==> config.mk <==
export PLATFORM = sky130hd
export DESIGN_NAME = closest_hit_reducer
export DESIGN_NICKNAME = d
export VERILOG_FILES = /design/src/rtl/closest_hit_reducer.sv
export SDC_FILE = /design/constraint.sdc
export NUM_CORES = 1
export LEC_CHECK = 0
export CAP_MARGIN = 25
export CORE_UTILIZATION = 53
export CTS_CLUSTER_DIAMETER = 60
export DETAILED_ROUTE_END_ITERATION = 7
export PLACE_DENSITY = 0.89
export SKIP_CTS_REPAIR_TIMING = 1
export SLEW_MARGIN = 20
export SYNTH_ARGS = -nofsm -noshare
export SYNTH_HDL_FRONTEND = slang
export SYNTH_SLANG_ARGS = --single-unit
==> constraint.sdc <==
create_clock -name i_clk -period 4.3 [get_ports i_clk]
set_clock_uncertainty 0.15 [all_clocks]
set_input_delay 0.645 -clock i_clk [delete_from_list [all_inputs] [get_ports i_clk]]
set_output_delay 0.645 -clock i_clk [all_outputs]
set_load 0.005 [all_outputs]
==> src/rtl/closest_hit_reducer.sv <==
// Reduces a batch of per-triangle intersection results to the closest accepted hit.
// Accepts one beat per cycle, with restart, timeout and stray-beat (overflow) reporting.
module closest_hit_reducer #(
  parameter int unsigned        CNT_W   = 32,
  parameter logic signed [31:0] MIN_T   = 32'sd0,
  parameter logic [31:0]        T_INIT  = 32'h7fff_ffff,
  parameter int unsigned        TIMEOUT = 1024
) (
  input  logic             i_clk,
  input  logic             i_rstn,
  input  logic             i_start,
  input  logic [CNT_W-1:0] i_tri_cnt,
  input  logic             i_valid,
  input  logic             i_result,
  input  logic [31:0]      i_t,
  input  logic             i_ack,
  output logic             o_busy,
  output logic             o_done,
  output logic             o_hit,
  output logic [31:0]      o_t,
  output logic [CNT_W-1:0] o_tri_index,
  output logic             o_timeout,
  output logic             o_overflow
);

  localparam int unsigned     TO_W    = (TIMEOUT < 2) ? 1 : $clog2(TIMEOUT + 1);
  localparam bit              TO_EN   = (TIMEOUT != 0);
  localparam logic [TO_W-1:0] TO_LAST = TO_W'((TIMEOUT == 0) ? 0 : TIMEOUT - 1);

  typedef enum logic [1:0] {
    S_IDLE    = 2'd0,
    S_COLLECT = 2'd1,
    S_DONE    = 2'd2
  } state_t;

  state_t           state_q;
  state_t           state_nx;
  logic             busy_nx;
  logic             done_nx;

  logic [CNT_W-1:0] tri_cnt_q;
  logic [CNT_W-1:0] rcv_cnt_q;
  logic [TO_W-1:0]  idle_cnt_q;

  logic             in_collect;
  logic             beat_acc;
  logic             last_beat;
  logic             to_fire;
  logic             better_hit;
  logic             stray_beat;

  // Beat qualification; a same-cycle i_start always wins over the beat.
  assign in_collect = (state_q == S_COLLECT);
  assign beat_acc   = in_collect && i_valid && !i_start;
  assign last_beat  = beat_acc && (rcv_cnt_q == CNT_W'(tri_cnt_q - CNT_W'(1)));
  assign to_fire    = TO_EN && in_collect && !i_valid && !i_start && (idle_cnt_q == TO_LAST);
  assign better_hit = beat_acc && i_result &&
                      ($signed(i_t) >= MIN_T) &&
                      ($signed(i_t) < $signed(o_t));
  assign stray_beat = i_valid && !i_start && !in_collect;

  // State register
  always_ff @(posedge i_clk) begin
    if (!i_rstn) begin
      state_q <= S_IDLE;
    end else begin
      state_q <= state_nx;
    end
  end

  // Next-state logic
  always_comb begin
    state_nx = state_q;
    if (i_start) begin
      state_nx = (i_tri_cnt == '0) ? S_DONE : S_COLLECT;
    end else begin
      case (state_q)
        S_IDLE:    state_nx = S_IDLE;
        S_COLLECT: if (last_beat || to_fire) state_nx = S_DONE;
        S_DONE:    if (i_ack) state_nx = S_IDLE;
        default:   state_nx = S_IDLE;
      endcase
    end
  end

  // Status outputs decoded from the next state, then registered
  always_comb begin
    busy_nx = 1'b0;
    done_nx = 1'b0;
    case (state_nx)
      S_COLLECT: busy_nx = 1'b1;
      S_DONE:    done_nx = 1'b1;
      default: begin
        busy_nx = 1'b0;
        done_nx = 1'b0;
      end
    endcase
  end

  always_ff @(posedge i_clk) begin
    if (!i_rstn) begin
      o_busy <= 1'b0;
      o_done <= 1'b0;
    end else begin
      o_busy <= busy_nx;
      o_done <= done_nx;
    end
  end

  // Running minimum, beat/idle counters and sticky flags
  always_ff @(posedge i_clk) begin
    if (!i_rstn) begin
      tri_cnt_q   <= '0;
      rcv_cnt_q   <= '0;
      idle_cnt_q  <= '0;
      o_hit       <= 1'b0;
      o_t         <= T_INIT;
      o_tri_index <= '0;
      o_timeout   <= 1'b0;
      o_overflow  <= 1'b0;
    end else if (i_start) begin
      tri_cnt_q   <= i_tri_cnt;
      rcv_cnt_q   <= '0;
      idle_cnt_q  <= '0;
      o_hit       <= 1'b0;
      o_t         <= T_INIT;
      o_tri_index <= '0;
      o_timeout   <= 1'b0;
      o_overflow  <= 1'b0;
    end else begin
      if (stray_beat) begin
        o_overflow <= 1'b1;
      end
      if (beat_acc) begin
        rcv_cnt_q <= rcv_cnt_q + CNT_W'(1);
      end
      if (better_hit) begin
        o_t         <= i_t;
        o_tri_index <= rcv_cnt_q;
        o_hit       <= 1'b1;
      end
      // Idle counter saturates rather than wrapping
      if (i_valid) begin
        idle_cnt_q <= '0;
      end else if (in_collect && (idle_cnt_q != '1)) begin
        idle_cnt_q <= idle_cnt_q + TO_W'(1);
      end
      if (to_fire) begin
        o_timeout <= 1'b1;
      end
    end
  end

endmodule

==> results.json <==
{
  "wl_per_cell_um": 15.2,
  "grt.total_usage": 0.253,
  "syn_nets": 1015,
  "cts_tree": "built",
  "tightest_slew_ns": 0.772,
  "switchingPower_mw": 0.789,
  "port_buffers": 138,
  "grt_use_met1": 0.328,
  "grt_use_met3": 0.0637,
  "cts_buffers": 17,
  "ys_async_sr_fraction": 0,
  "critPathKind": "input port to register",
  "die_y_um": 122,
  "core_area_mm2": 0.0140,
  "drive_above_1_share": 0.0588,
  "dp_hpwl_mm": 13.2,
  "diodes": 0,
  "synth.area.top_cells": "dfxtp_1, ha_1, mux2i_1, xor2_1, nor2_1",
  "seq_area_mm2": 0.00292,
  "syn_area_mm2": 0.00769,
  "slew_headroom": 0.478,
  "nFillCells": 1083,
  "fmaxAchievable_ghz": 0.297,
  "grt_pass1_wl_mm": 29.8,
  "cts.sinks": 146,
  "leakage_nw": 3.80,
  "synth.avg_cell_area_um2": 8.46,
  "first_global_vias": 6145,
  "synth_top_area_frac": 0.380,
  "cpMaxStageDelayCell": "clkdlybuf4s50_1",
  "clockPowerShare": 0.452,
  "yosysSeqAreaShare": 0.380,
  "ant_nets": 0,
  "synth-seq-cells": 146,
  "status": "completed",
  "total_power_mw": 3.18,
  "antenna_found_initial": 0,
  "sw_frac_of_total": 0.248,
  "synth.largest_area_cell": "dfxtp_1",
  "multiInputGateArea_mm2": 0.00441,
  "num_io_pins": 139,
  "clockBufferDepth": 2,
  "critPathCaptureType": "register",
  "ys_warn_count": 0,
  "clk_latency_ns": 0.42,
  "crit_chain": "clkdlybuf4s50_1 -> ha_1 -> nand4_1 -> nor3_1 -> nor4b_1 -> a222oi_1 -> nor4bb_1 -> o311ai_2 -> buf_4 -> nor3_1 -> a31oi_1",
  "clkTransAtPathRegs_ns": 0.06,
  "cts_root_buffer": "clkbuf_16",
  "dieArea_mm2": 0.0150,
  "drt-initial-drc-count": 463,
  "vias": 6901,
  "final-hold-violation-count": 0,
  "viasPerCell": 5.67,
  "wl_mm": 18.4,
  "finalCritPeriodShare": 0.782,
  "max_cap_viol_count": 0,
  "period_needed_ns": 3.36,
  "internal_power_mw": 2.39,
  "gp_congestion": 0.929,
  "synth_edf_count": 0,
  "grt_max_degree": 95,
  "final_nets": 1130,
  "start_util": 0.548,
  "yosys.cell_count.top_type": "dfxtp_1",
  "slowest_delay_ns": 0.43,
  "finalMaxSlewViolations": 0,
  "firstDrtPassIters": 5,
  "cp_max_fo": 36,
  "remaining_drc_errors": 0,
  "setup_viol": 0,
  "start_kind": "input port",
  "yosysUniqueCellTypes": 72,
  "pwr-share-comb": 0.105,
  "fin_setup_tns_ns": 0,
  "powerDensity_mw_per_mm2": 326,
  "grt_use_met2": 0.405,
  "overflow": 0,
  "yosys-top-cells-count": "dfxtp_1, nor2_1, nand2_1, nand3_1, o21ai_0",
  "top_usage_layer": "met2",
  "ir_drop_mv": 0.290,
  "hold_path_class": "register to register",
  "areaGrowthSynthToFinish_pct": 26.7,
  "crit_top_cell": "nor3_1",
  "critPathRequiredTime_ns": 4.49,
  "rows": 43,
  "die_x_um": 122,
  "cts_max_level": 4,
  "syn_inst": 909,
  "crit_arrival_ns": 3.56,
  "rsz0062_at_grt": "false",
  "seq_power_share": 0.443,
  "ys.flop_type": "dfxtp_1"
}
cells by family (layout without fill, tap and decap cells):
logic type	Yosys count	in the layout	share of synthesized area
adders and majority gates	36	36	0.0585
DFF	146	146	0.380
buffers and inverters	94	222	0.0496
and+or+nand+nor	385	385	0.268
muxes	39	39	0.0509
AOI/OAI and AO/OA	141	141	0.115
xor gates and xnor gates	68	68	0.0774
final cells by class:
type,count,share of cell area
Clock buffer,19,0.0444
Clock inverter,13,0.0141
Inverter,45,0.0173
Multi-Input combinational cell,669,0.452
Sequential cell,146,0.300
Tap cell,180,0.0231
Timing Repair Buffer,145,0.149
layer usage:
layer / up-vias / share of wire
met2: 220 / 0.46
met5: - / 0
met1: 3189 / 0.46
met3: 35 / 0.060
met4: 0 / 0.021
li1: 3457 / -
power by group through the flow:
stage          Sequential (mW)  Combinational, mW  Clock (mW)
2_1_floorplan             1.42              0.213           0
3_3_place_gp              1.44              0.322           0
3_5_place_dp              1.44              0.328           0
4_1_cts                   1.41              0.332        1.45
5_1_grt                   1.41              0.366        1.53
6_report                  1.41              0.333        1.44
final timing paths:
check / slack, ns / from / depth (start not counted) / to
setup reg to reg: 1.10 / tri_cnt_q[2]$_SDFFE_PN0P_ / 8 / o_done$_SDFF_PN0_
setup / recovery: 0.94 / i_t[18] / 11 / o_t[15]$_SDFFE_PP1P_
hold / removal: 0.30 / o_hit$_SDFFE_PP0P_ / 2 / o_hit$_SDFFE_PP0P_
hold reg to reg: 0.30 / o_hit$_SDFFE_PP0P_ / 2 / o_hit$_SDFFE_PP0P_
flip-flops by register name (all words and copies together), names as in the netlist:
name	cells
o_overflow	1
rcv_cnt_q	32
o_busy	1
tri_cnt_q	32
o_hit	1
idle_cnt_q	11
o_timeout	1
o_tri_index	32
state_q	2
o_done	1
o_t	32
cells in the final DEF, fill, tap and decap left out, types with 4 or more instances in the layout:
cell type / instances
a21o_1: 4
a21oi_1: 27
a31oi_1: 34
and3_1: 9
and4_1: 7
buf_4: 5
clkbuf_16: 17
clkdlybuf4s50_1: 137
clkinvlp_4: 6
dfxtp_1: 146
ha_1: 36
inv_1: 45
mux2i_1: 38
nand2_1: 64
nand2b_1: 5
nand3_1: 55
nand4_1: 22
nor2_1: 78
nor2b_1: 38
nor3_1: 44
nor4_1: 18
nor4b_1: 4
o21ai_0: 47
or3_1: 10
xnor2_1: 32
xor2_1: 36
critical path, delay by kind of cell:
kind / cells / cell delay (ns)
adder cells (fa/ha/maj): 1 / 0.34
buffers and inverters: 2 / 0.83
AO/OA/AOI/OAI: 3 / 0.72
AND/OR/NAND/NOR: 5 / 1.00
stage by stage:
step	std cells	instance area, um^2	util	hold slack [ns]	setup WS, ns
2_1_floorplan	909	7690	-	0.292	0.996
4_1_cts	1217	9750	0.694	0.305	1.00
3_5_place_dp	1185	9180	0.654	0.295	0.665
5_1_grt	1217	9750	0.694	0.320	0.660
6_report	1217	9750	0.694	0.300	0.938
3_3_place_gp	1185	9180	0.654	0.284	0.680
(Power assumes the default switching activity.)
